## config.mk

```make
export PLATFORM = sky130hd
export DESIGN_NAME = booth_mul64_ctrl
export DESIGN_NICKNAME = d
export VERILOG_FILES = /design/src/rtl/booth_mul64_ctrl_pkg.sv /design/src/rtl/cla65.sv /design/src/rtl/booth_mul64_ctrl.sv
export SDC_FILE = /design/constraint.sdc
export NUM_CORES = 1
export LEC_CHECK = 0
export CORE_MARGIN = 5
export CORE_UTILIZATION = 30
export DETAILED_ROUTE_END_ITERATION = 10
export SETUP_SLACK_MARGIN = 0.4
export SKIP_LAST_GASP = 1
export SLEW_MARGIN = 20
export SYNTH_ARGS = -nofsm -noshare
export SYNTH_HDL_FRONTEND = slang
export SYNTH_SLANG_ARGS = --single-unit
```

## constraint.sdc

```tcl
create_clock -name clk -period 11.7 [get_ports clk]
set_input_delay 2.34 -clock clk [delete_from_list [all_inputs] [get_ports clk]]
set_output_delay 2.34 -clock clk [all_outputs]
set_load 0.005 [all_outputs]
```

## src/rtl/booth_mul64_ctrl_pkg.sv

```systemverilog
// rtl/booth_mul64_ctrl_pkg.sv - shared widths and state encoding for the Booth multiplier
package booth_mul64_ctrl_pkg;

    localparam int OP_W   = 64;
    localparam int ADD_W  = 65;
    localparam int PROD_W = 128;
    localparam int CNT_W  = 6;

    typedef enum logic [1:0] {
        ST_IDLE = 2'b00,
        ST_EXEC = 2'b01,
        ST_DONE = 2'b10
    } state_t;

endpackage

```

## src/rtl/cla65.sv

```systemverilog
// rtl/cla65.sv - 65-bit adder built from 16 cascaded 4-bit look-ahead blocks plus a top full adder
module cla4 (
    input  logic [3:0] a,
    input  logic [3:0] b,
    input  logic       ci,
    output logic [3:0] sum,
    output logic       co
);
    logic [3:0] p;
    logic [3:0] g;
    logic [4:0] c;

    always_comb begin
        p    = a ^ b;
        g    = a & b;
        c[0] = ci;
        c[1] = g[0] | (p[0] & ci);
        c[2] = g[1] | (p[1] & g[0]) | (p[1] & p[0] & ci);
        c[3] = g[2] | (p[2] & g[1]) | (p[2] & p[1] & g[0]) | (p[2] & p[1] & p[0] & ci);
        c[4] = g[3] | (p[3] & g[2]) | (p[3] & p[2] & g[1]) | (p[3] & p[2] & p[1] & g[0])
             | (p[3] & p[2] & p[1] & p[0] & ci);
        sum  = p ^ c[3:0];
        co   = c[4];
    end
endmodule

module cla65 (
    input  logic [64:0] a,
    input  logic [64:0] b,
    input  logic        ci,
    output logic [64:0] sum
);
    logic [16:0] c;

    assign c[0] = ci;

    for (genvar i = 0; i < 16; i++) begin : g_blk
        cla4 u_cla4 (
            .a   (a[4*i +: 4]),
            .b   (b[4*i +: 4]),
            .ci  (c[i]),
            .sum (sum[4*i +: 4]),
            .co  (c[i+1])
        );
    end

    // Top bit only needs its sum; the final carry-out is never consumed.
    assign sum[64] = a[64] ^ b[64] ^ c[16];
endmodule

```

## src/rtl/booth_mul64_ctrl.sv

```systemverilog
// rtl/booth_mul64_ctrl.sv - sequential radix-2 Booth 64x64 signed multiplier sharing one cla65
module booth_mul64_ctrl
    import booth_mul64_ctrl_pkg::*;
(
    input  logic                clk,
    input  logic                reset,
    input  logic                op_start,
    input  logic                op_clear,
    input  logic [OP_W-1:0]     multiplicand,
    input  logic [OP_W-1:0]     multiplier,
    output logic                op_busy,
    output logic                op_done,
    output logic [PROD_W-1:0]   result
);
    state_t             state;
    state_t             state_next;
    logic [OP_W-1:0]    m_reg;
    logic [OP_W-1:0]    q_reg;
    logic [ADD_W-1:0]   acc;
    logic               q_m1;
    logic [CNT_W-1:0]   cnt;

    logic [ADD_W-1:0]   add_b;
    logic               add_ci;
    logic [ADD_W-1:0]   sum;
    logic [ADD_W-1:0]   m_ext;

    assign m_ext = {m_reg[OP_W-1], m_reg};

    // Booth pair {Q[0], q_m1}: 01 adds M, 10 subtracts M via invert plus carry-in.
    always_comb begin
        add_b  = '0;
        add_ci = 1'b0;
        case ({q_reg[0], q_m1})
            2'b01: add_b = m_ext;
            2'b10: begin
                add_b  = ~m_ext;
                add_ci = 1'b1;
            end
            default: ;
        endcase
    end

    cla65 u_cla65 (
        .a   (acc),
        .b   (add_b),
        .ci  (add_ci),
        .sum (sum)
    );

    always_comb begin
        state_next = state;
        case (state)
            ST_IDLE: if (op_start && !op_clear) state_next = ST_EXEC;
            ST_EXEC: begin
                if (op_clear)
                    state_next = ST_IDLE;
                else if (cnt == CNT_W'(OP_W - 1))
                    state_next = ST_DONE;
            end
            ST_DONE: if (op_clear) state_next = ST_IDLE;
            default: state_next = ST_IDLE;
        endcase
    end

    always_ff @(posedge clk) begin
        if (reset) begin
            state <= ST_IDLE;
            m_reg <= '0;
            q_reg <= '0;
            acc   <= '0;
            q_m1  <= 1'b0;
            cnt   <= '0;
        end else begin
            state <= state_next;
            case (state)
                ST_IDLE: begin
                    if (op_start && !op_clear) begin
                        m_reg <= multiplicand;
                        q_reg <= multiplier;
                        acc   <= '0;
                        q_m1  <= 1'b0;
                        cnt   <= '0;
                    end
                end
                ST_EXEC: begin
                    if (!op_clear) begin
                        acc   <= {sum[ADD_W-1], sum[ADD_W-1:1]};
                        q_reg <= {sum[0], q_reg[OP_W-1:1]};
                        q_m1  <= q_reg[0];
                        cnt   <= cnt + 1'b1;
                    end
                end
                default: ;
            endcase
        end
    end

    assign op_busy = (state == ST_EXEC);
    assign op_done = (state == ST_DONE);
    assign result  = (state == ST_DONE) ? {acc[OP_W-1:0], q_reg} : '0;

endmodule

```

==> results_dict.tcl <==
set metrics [dict create \
    status "complete, no violations" \
    synth_fp_nets 1755 \
    syn2layout_area_growth_pct 33.6 \
    max_slew_margin_pct 31.8 \
    tightest_slew_ns 1.02 \
    grt_max_degree 109 \
    post-cts-setup-buffer-count 0 \
    viasPerCell 4.95 \
    crit_path_start_kind "flip-flop" \
    place_ws_ns 5.66 \
    antenna_found_initial 0 \
    drt-total-wl_mm 37.8 \
    die_y_microns 207 \
    overflow 0 \
    synthFlopType "dfxtp_1" \
    layout-drive-gt1-share_pct 4.27 \
    grt_first_pass_wirelength_mm 59.1 \
    dr.pass1.iters 5 \
    drc 0 \
    endpoint_kind "output port" \
    drt-initial-drc-count 602 \
    cts_tree "done" \
    fin_nets 1950 \
    hold_buffers 0 \
    worstPathMaxFanout 104 \
    post-route-min-period_ns 5.55 \
    die-area_sq_mm 0.0427 \
    peakVddDrop_v 0.0000852 \
    critPathKind "reg -> out" \
    core-area_sq_mm 0.0385 \
    clock_path_buffers 3 \
    synth-edff-count 0 \
    drtAntennaViolNets 0 \
    synth_area_sq_mm 0.0116 \
    post_cts_resized 0 \
    fill_cells 3947 \
    first_global_vias 11047 \
    yosys_warnings 0 \
    final.setup.tns_ns 0 \
    dp_hpwl_mm 26.2 \
    finalHoldViolCount 0 \
    finalMaxSlewViolations 0 \
    synth_area_per_cell_sq_um 7.51 \
    total_power_mw 1.79 \
    rows 72 \
    clk_latency_ns 0.53 \
    cts_sinks 201 \
    synthArstFlopShare_pct 0 \
    setup_viol 0 \
    leakage_nw 5.99 \
    synth-seq-area-share_pct 34.7 \
    timing.final.crit_share_pct 47.4 \
    clk_pin_slew_ns 0.06 \
    cp.arrival_ns 3.21 \
    initial_utilization_pct 30.1 \
    numCtsBuffers 25 \
    required_ns 9.36 \
    place_congestion 0.845 \
    worstHoldPathType "reg -> reg" \
    final_cells 2273 \
    fin_util_pct 40.2 \
    wl_per_cell_microns 16.6 \
    drv_cap 0 \
    insertedDiodeCount 0 \
    num_vias 11243 \
    cts_root_buf "clkbuf_16" \
    ioPinCount 262 \
    ys_ff_latch 201 \
    ys_types 57 \
    worst_clock_skew_ns 0.0124 \
    netlist_instances 1543 \
    pwr_density_cell_mw_per_mm2 116 \
    port_buffers 261 \
    cts-htree-levels 1 \
    die_w_microns 207 \
    setup_slack_ns 6.15 \
    rsz0062_at_grt "no" \
    dp.cells 2228 \
    timing.fmax_mhz 180 \
    grt_usage_pct 16.9 \
    r2r_slack_ns 6.95 \
]
## critical path, cell delays in order (launching register included)
cell and delay [ns]:
dfxtp_1 0.42, nor2b_4 0.59, buf_4 0.78, and2_1 0.29
clkdlybuf4s50_1 0.54
## cell type report
type	count	area (sq um)	share of cell area, %
Clock inverter	9	124	0.800
Multi-Input combinational cell	1220	7160	46.3
Inverter	14	53.8	0.348
Sequential cell	201	4020	26.0
Timing Repair Buffer	276	2770	17.9
Clock buffer	35	703	4.54
Tap cell	518	648	4.19
## routing by layer
metal  global-route usage [%]  routed length, microns
met4                     4.23                     781
met1                     22.2                   17300
met2                     28.5                   17300
met5                        0                       0
met3                     3.14                    2440
## report_power, final
| group | switching, mW | internal, mW | total [mW] |
|---|---|---|---|
| combinational | 0.142 | 0.109 | 0.251 |
| clock | 0.311 | 0.482 | 0.794 |
| sequential | 0.0274 | 0.719 | 0.747 |
| total | 0.481 | 1.31 | 1.79 |
## cells in the mapped netlist (6+ instances only)
library cell    n  area, sq um
o21ai_0        99          495
nor3b_1         6         45.0
and2_1        129          807
a311oi_1       63          552
ha_1           65          813
nand4_1         7         43.8
a22oi_1        14          105
a21o_1         15          113
nand3_1        27          135
nor2_1        113          424
dfxtp_1       201         4020
nor3_1         24          120
xnor2_1        27          236
nand2_1       386         1450
xor2_1         21          184
inv_1          14         52.6
clkbuf_1      108          405
fa_1           15          300
a21oi_1       134          671
## worst paths after layout
kind | start | endpoint | depth (start not counted)
worst max-delay path | state[1] | result[3] | 4
worst min-delay path | m_reg[19] | m_reg[19] | 2
worst max register to register | q_m1 | acc[36] | 18
worst min register to register | m_reg[19] | m_reg[19] | 2
## cells in the final DEF (no fill, tap or decap), types with 4 or more instances in the layout
cell type	count
and2_1	129
or3_1	4
clkbuf_1	6
ha_1	65
a21o_1	15
nand2_1	386
buf_4	13
nand4_1	7
clkdlybuf4s50_1	260
o211ai_1	4
a311oi_1	63
a22oi_1	14
xor2_1	21
fa_1	15
clkinv_2	6
nor3_1	24
nand3_1	27
nor2_1	110
o21ai_0	98
dfxtp_1	201
a21oi_1	134
clkbuf_16	25
a31oi_1	5
nor3b_1	6
xnor2_1	27
clkbuf_8	4
and3_1	4
inv_1	13
## metrics by stage
| stage | area, sq um | hold slack [ns] |
|---|---|---|
| final | 15500 | 0.466 |
| after global routing | 15500 | 0.488 |
| after CTS | 15500 | 0.466 |
| after detailed placement | 14600 | 0.458 |
| after global placement | 14600 | 0.454 |
| after floorplan | 11600 | 0.441 |
## logic make-up after synthesis
logic type	Yosys count	synth area share (%)
AO/OA/AOI/OAI	370	20.1
XOR/XNOR	48	3.63
adder cells (fa/ha/maj)	80	9.61
buffers and inverters	122	3.95
flip-flops	201	34.7
multiplexers	2	0.173
AND/OR/NAND/NOR	720	27.8
No activity file was read; power rests on OpenSTA's default activity.
